`src/rtl/raymarch_scheduler.sv`:
```
// raymarch_scheduler: raster-order pixel dispatch to NUM_CORES raymarch
// cores and round-robin write-back of finished pixels to frame-buffer port A.
// Ports: clk_in/rst_in (sync, active high); start_in (level, begins a frame);
//   core_ready_in/core_start_out/pix_x_out/pix_y_out : pixel dispatch;
//   core_done_in/core_x_in/core_y_in/core_rgb_in/core_ack_out : result return;
//   fb_we_out/fb_addr_out/fb_data_out : registered frame-buffer write;
//   frame_done_out (pulse in DONE), timer_out (frame count), busy_out.
module raymarch_scheduler #(
  parameter int WIDTH     = 1280,
  parameter int HEIGHT    = 720,
  parameter int NUM_CORES = 4,
  localparam int XW = (WIDTH > 1) ? $clog2(WIDTH) : 1,
  localparam int YW = (HEIGHT > 1) ? $clog2(HEIGHT) : 1,
  localparam int AW = (WIDTH*HEIGHT > 1) ? $clog2(WIDTH*HEIGHT) : 1,
  localparam int CW = $clog2(NUM_CORES)
) (
  input  logic                    clk_in,
  input  logic                    rst_in,
  input  logic                    start_in,
  input  logic [NUM_CORES-1:0]    core_ready_in,
  output logic [NUM_CORES-1:0]    core_start_out,
  output logic [XW-1:0]           pix_x_out,
  output logic [YW-1:0]           pix_y_out,
  output logic [31:0]             timer_out,
  input  logic [NUM_CORES-1:0]    core_done_in,
  input  logic [NUM_CORES*XW-1:0] core_x_in,
  input  logic [NUM_CORES*YW-1:0] core_y_in,
  input  logic [NUM_CORES*24-1:0] core_rgb_in,
  output logic [NUM_CORES-1:0]    core_ack_out,
  output logic                    fb_we_out,
  output logic [AW-1:0]           fb_addr_out,
  output logic [23:0]             fb_data_out,
  output logic                    frame_done_out,
  output logic                    busy_out
);
  localparam int PW = (CW > 0) ? CW : 1;
  localparam int OW = $clog2(NUM_CORES + 1);

  typedef enum logic [1:0] {
    S_IDLE,
    S_DISPATCH,
    S_DRAIN,
    S_DONE
  } state_t;

  state_t         r_state;
  logic [XW-1:0]  r_x;
  logic [YW-1:0]  r_y;
  logic [31:0]    r_timer;
  logic [OW-1:0]  r_out;
  logic [PW-1:0]  r_ptr;
  logic           r_we;
  logic [AW-1:0]  r_addr;
  logic [23:0]    r_data;
  logic           r_fdone;
  logic           r_busy;

  logic [NUM_CORES-1:0] w_start_oh;
  logic [NUM_CORES-1:0] w_ack;
  logic                 w_disp;
  logic                 w_arb;
  logic                 w_gnt_any;
  logic                 w_gnt;
  logic [PW-1:0]        w_gnt_idx;
  logic [XW-1:0]        w_gx;
  logic [YW-1:0]        w_gy;
  logic [23:0]          w_grgb;
  logic [AW-1:0]        w_addr;
  logic                 w_last_x;
  logic                 w_last;

  // Strobes are suppressed while reset is held so no core is
  // started or acked by a frame that is being thrown away.
  assign w_start_oh = core_ready_in & (~core_ready_in + NUM_CORES'(1));
  assign w_disp = (r_state == S_DISPATCH) && (|core_ready_in) && !rst_in;
  assign w_arb  = ((r_state == S_DISPATCH) || (r_state == S_DRAIN))
                  && !rst_in;
  assign w_gnt  = w_arb && w_gnt_any;

  assign core_start_out = w_disp ? w_start_oh : '0;
  assign core_ack_out   = w_ack;

  // Round-robin: the second pass (indices above the pointer) overrides
  // the first (wrapped indices), each pass keeping its lowest hit.
  always_comb begin
    w_gnt_any = 1'b0;
    w_gnt_idx = '0;
    for (int i = NUM_CORES - 1; i >= 0; i--) begin
      if (core_done_in[i] && (PW'(i) <= r_ptr)) begin
        w_gnt_any = 1'b1;
        w_gnt_idx = PW'(i);
      end
    end
    for (int i = NUM_CORES - 1; i >= 0; i--) begin
      if (core_done_in[i] && (PW'(i) > r_ptr)) begin
        w_gnt_any = 1'b1;
        w_gnt_idx = PW'(i);
      end
    end
  end

  always_comb begin
    w_ack  = '0;
    w_gx   = '0;
    w_gy   = '0;
    w_grgb = '0;
    for (int i = 0; i < NUM_CORES; i++) begin
      if (w_gnt && (w_gnt_idx == PW'(i))) begin
        w_ack[i] = 1'b1;
        w_gx     = core_x_in[i*XW +: XW];
        w_gy     = core_y_in[i*YW +: YW];
        w_grgb   = core_rgb_in[i*24 +: 24];
      end
    end
  end

  assign w_addr   = AW'(w_gx) + AW'(WIDTH) * AW'(w_gy);
  assign w_last_x = (r_x == XW'(WIDTH - 1));
  assign w_last   = w_last_x && (r_y == YW'(HEIGHT - 1));

  always_ff @(posedge clk_in) begin
    if (rst_in) begin
      r_state <= S_IDLE;
      r_x     <= '0;
      r_y     <= '0;
      r_timer <= '0;
      r_out   <= '0;
      r_ptr   <= PW'(NUM_CORES - 1);
      r_we    <= 1'b0;
      r_addr  <= '0;
      r_data  <= '0;
      r_fdone <= 1'b0;
      r_busy  <= 1'b0;
    end else begin
      r_we    <= w_gnt;
      r_fdone <= 1'b0;
      if (w_gnt) begin
        r_addr <= w_addr;
        r_data <= w_grgb;
        r_ptr  <= w_gnt_idx;
      end
      if (w_disp && !w_gnt)
        r_out <= r_out + OW'(1);
      else if (!w_disp && w_gnt)
        r_out <= r_out - OW'(1);
      if (w_disp) begin
        if (w_last_x) begin
          r_x <= '0;
          r_y <= w_last ? '0 : r_y + YW'(1);
        end else begin
          r_x <= r_x + XW'(1);
        end
      end
      unique case (r_state)
        S_IDLE: begin
          if (start_in) begin
            r_state <= S_DISPATCH;
            r_busy  <= 1'b1;
          end
        end
        S_DISPATCH: begin
          if (w_disp && w_last)
            r_state <= S_DRAIN;
        end
        S_DRAIN: begin
          if ((r_out == '0) && !w_gnt) begin
            r_state <= S_DONE;
            r_fdone <= 1'b1;
            r_timer <= r_timer + 32'd1;
          end
        end
        S_DONE: begin
          r_state <= start_in ? S_DISPATCH : S_IDLE;
          r_busy  <= start_in;
        end
        default: r_state <= S_IDLE;
      endcase
    end
  end

  assign pix_x_out      = r_x;
  assign pix_y_out      = r_y;
  assign timer_out      = r_timer;
  assign fb_we_out      = r_we;
  assign fb_addr_out    = r_addr;
  assign fb_data_out    = r_data;
  assign frame_done_out = r_fdone;
  assign busy_out       = r_busy;

endmodule

```
`config.mk`:
```
export PLATFORM = sky130hd
export DESIGN_NAME = raymarch_scheduler
export DESIGN_NICKNAME = d
export VERILOG_FILES = /design/src/rtl/raymarch_scheduler.sv
export SDC_FILE = /design/constraint.sdc
export NUM_CORES = 1
export LEC_CHECK = 0
export BUFFER_PORTS_ARGS = -buffer_cell sky130_fd_sc_hd__buf_2
export CORE_MARGIN = 4
export CORE_UTILIZATION = 43
export CTS_CLUSTER_DIAMETER = 50
export CTS_CLUSTER_SIZE = 20
export DETAILED_ROUTE_END_ITERATION = 8
export PLACE_DENSITY = 0.75
export SYNTH_ARGS = -nofsm -noshare
export SYNTH_HDL_FRONTEND = slang
export SYNTH_SLANG_ARGS = --single-unit
export TNS_END_PERCENT = 30
```
`constraint.sdc`:
```
create_clock -name clk_in -period 3.83 [get_ports clk_in]
set_input_delay 0.1915 -clock clk_in [delete_from_list [all_inputs] [get_ports clk_in]]
set_output_delay 0.1915 -clock clk_in [all_outputs]
set_load 0.02 [all_outputs]
```
==> results.txt <==
In this run, synthesis produced a sequential element count of about 110. The clock sink count is between 100 and 150. The average instance area after synthesis came out at roughly 7.7 um^2. In the synthesized netlist, the cells that appear most often are sky130_fd_sc_hd__nand2_1 (138), sky130_fd_sc_hd__dfxtp_1 (107), sky130_fd_sc_hd__a21oi_1 (77). The transition time at the pin with the least slew margin is 0.7853 ns. Data on the critical path is required at its endpoint by between 4 and 5 ns.

By area the synthesized netlist is led by sky130_fd_sc_hd__dfxtp_1 (35%), sky130_fd_sc_hd__nand2_1 (8.4%), sky130_fd_sc_hd__xor2_1 (6.4%), sky130_fd_sc_hd__a21oi_1 (6.2%), sky130_fd_sc_hd__ha_1 (5.5%). The fraction of final layout cells with drive strength greater than 1 is 0.3582. The net count of the finished layout is 1341. TritonCTS built the clock tree.

The cell sitting at the root of the clock tree is a sky130_fd_sc_hd__clkbuf_16. The largest net degree at the start of global routing came out at 50. In the routed design, unresolved DRC markers number 0. The maximum clock frequency came out at 273.8 MHz. The core area came out at 13990 um^2.

The most used flip-flop cell after synthesis is sky130_fd_sc_hd__dfxtp_1. The vertical die dimension is 128.0 um. The first global-routing pass estimated 32590 um of wire. The initial antenna violation count came out at 5. The biggest area contributor in the post-synthesis netlist is sky130_fd_sc_hd__dfxtp_1. The power per cell area came out at 573.0 nW/um^2. STA classifies the critical path startpoint as a flip-flop. The slowest stage of the critical path belongs to the cell sky130_fd_sc_hd__or4_1.

The final critical-path required period came out at between 3 and 4 ns. The sequential area share after synthesis came out at 0.3458. The DRC marker count from the first detailed-route iteration is between 400 and 500. The width of the die came out at roughly 130 um. The dominant cell by count in the synthesized netlist is sky130_fd_sc_hd__nand2_1. The average vias per placed instance came out at 5.373. The floorplan has between 40 and 50 rows. The number of buffers and inverters on the critical path is 2. The worst hold path belongs to the class primary input to flip-flop. The area of placed instances is 8139 um^2. For this run, the total global-route usage over all layers was measured as 0.2470. The number of enable flip-flop cells after synthesis came out at 0. For this block, the routed nets add up to 21500 um of wire. The maximum buffer depth of the clock tree came out at 2. The final weighted congestion in routability-driven placement came out at 0.8998. The number of hold violations in the final report came out at 0. The floorplan step defined a die boundary enclosing 16390 um^2. The max-slew headroom at the worst pin is 0.4736. The leakage dissipation came out at 4.105 nW.

In this run the cell area of the synthesized design comes to 6195 um^2. The H-tree was split into 3 levels. STA classifies the critical path endpoint as a flip-flop. The count of yosys warnings during synthesis is 0.

The flow ran to the end, and the final reports show no timing, DRC or antenna violations. The remaining global-route overflow came out at 0. The area share of the leading cell type in the synthesized netlist came out at 0.3458. The count of maximum capacitance violations is 0.

The effective utilization at floorplan came out at 0.4428. The number of distinct standard cells referenced by the synthesized netlist is 56. The number of buffers added on ports came out at 298. The endpoint arrival time on the critical path is 3.94 ns. The top-level port count is between 200 and 300. The pre-antenna-repair detailed-routing pass consisted of 5 iterations. The final count of pins violating max slew is 0. The minimum hold slack came out at just under 0.04 ns.

After routing the design area is 8635 um^2. The number of standard cells after synthesis is 807. Grouping stages by cell kind, the critical path spends the most delay in simple AND/OR/NAND/NOR gates. The CTS buffer count is 9. The HPWL after detailed placement came out at 16650 um. Clock-pin slew was measured on the worst setup and hold paths at 0.08 ns. The count of antenna-violating nets left after detailed routing is 0.

Setup violations remaining at the end of the flow were counted as 0. The area growth from synthesis to final layout is 39.39%. The worst setup slack for register-to-register paths came out at 0.18 ns. The number of nets in the synthesized netlist is just over 1000. The post-route total power came out at 0.004948 W. The peak per-stage delay on the critical path is approximately 0.5 ns.

In the final routed layout, each cell accounts on average for 16.40 um. For this design, the CTS-stage hold fixing added 0 buffers. Across the routed clock network, the largest skew measured is roughly 0.0058 ns. The signal on the critical path passes through or2b_1, a21oi_4, or2_4, buf_4, buf_4, nand2_1, and3_1, a311oi_2, ha_1, ha_1, or4_1, o22ai_1, xnor2_1, nand4_1, xor2_1, o21ai_0. Of all nets on the critical path, the largest fanout is 7. The worst vdd rail ir drop came out at about 0.38 mV. The final clock period utilization by the worst path is 0.9535. The async set or reset register ratio after synthesis came out at 0. The number of filler cells placed in the layout is 1322. The clock latency reported for the late side of the worst-skew pair came out at 0.35 ns. The worst setup path is of the flip-flop to flip-flop kind. The via count came out at slightly above 7000. The via count of the first global-routing pass came out at 6524.
==> per-layer routing <==
layer / share of wire / GRT usage / up-vias / wire [um]
met5: 0 / 0 / - / 0
met4: 0.039 / 0.1142 / 0 / 839
met3: 0.069 / 0.05958 / 40 / 1478
met2: 0.49 / 0.4150 / 258 / 10560
met1: 0.40 / 0.2978 / 3246 / 8625
li1: - / - / 3500 / -
==> path summary, 6_finish.rpt <==
path / depth (start not counted) / to / start
worst max-delay path: 16 / fb_addr_out[19]$_SDFFE_PP0P_ / r_ptr[1]$_SDFFE_PP1P_
worst min-delay path: 3 / fb_data_out[14]$_SDFFE_PP0P_ / core_rgb_in[86]
worst max register to register: 16 / fb_addr_out[19]$_SDFFE_PP0P_ / r_ptr[1]$_SDFFE_PP1P_
worst min register to register: 2 / fb_addr_out[14]$_SDFFE_PP0P_ / fb_addr_out[14]$_SDFFE_PP0P_
==> power by group <==
part	total (W)	switching (W)	internal, W
combinational	0.00247	0.00148	0.000981
clock	0.000989	0.000464	0.000525
sequential	0.00149	0.000145	0.00135
==> layout by cell type (no fill, tap or decap), drive strengths merged, types with 2 or more instances in the layout <==
cell type / instances
a211oi: 6
a21o: 4
a21oi: 77
a221oi: 10
a311oi: 10
a32oi: 24
and3: 21
and4b: 2
buf: 350
clkbuf: 10
clkinv: 4
dfxtp: 107
diode: 6
fa: 3
ha: 27
inv: 16
mux2i: 5
nand2: 138
nand3: 42
nand3b: 2
nand4: 9
nand4b: 2
nor2: 72
nor2b: 4
nor3: 11
nor3b: 4
nor4: 4
o21ai: 62
o21bai: 3
or2: 5
or3: 10
or4: 3
xnor2: 14
xor2: 45
==> worst min-delay path, delay by kind of cell <==
kind                   cells  cell delay, ns
buffers and inverters      1            0.07
AOI/OAI and AO/OA          2            0.09
==> cell families after synthesis <==
kind of cell               count (synthesis)  share of synthesized area
AOI/OAI and AO/OA                        207                     0.2080
xor gates and xnor gates                  59                    0.08342
adders and majority gates                 30                    0.06423
buffers and inverters                     64                    0.03898
DFF                                      107                     0.3458
muxes                                      6                   0.009897
and+or+nand+nor                          334                     0.2496
==> flip-flops by register name (all words and copies together) (netlist names) <==
signal,cells
busy_out,1
fb_addr_out,20
fb_data_out,24
fb_we_out,1
frame_done_out,1
pix_x_out,11
pix_y_out,10
r_out,3
r_ptr,2
r_state,2
timer_out,32
==> area by class of cell <==
type	instances	area (um^2)	share of cell area
well taps	180	225.2	0.02608
clock buffers	9	225.2	0.02608
flip-flops and latches	107	2143	0.2482
inverters	14	52.55	0.006086
diodes	6	15.01	0.001739
multi-input cells	637	3954	0.4579
clock inverters	7	92.59	0.01072
repair buffers	351	1927	0.2232
==> per-stage QoR <==
step	setup TNS [ns]	worst slack [ns]	util	cells
after global routing	-0.09735	-0.04005	0.6171	1310
final	0	0.1780	0.6173	1311
after global placement	0	0.01902	0.5818	1283
after CTS	0	0.01653	0.6059	1299
after floorplan	0	0.01521	-	807
after detailed placement	-0.05454	-0.03149	0.5818	1283
==> timing repair <==
item / 4_1_cts / 5_1_grt
gates cloned: 0 / 1
resized for setup: 4 / 27
setup endpoints to repair: 3 / 6
setup buffers: 0 / 4
pin swaps: 1 / 13
Power figures use the tool's default switching activity.
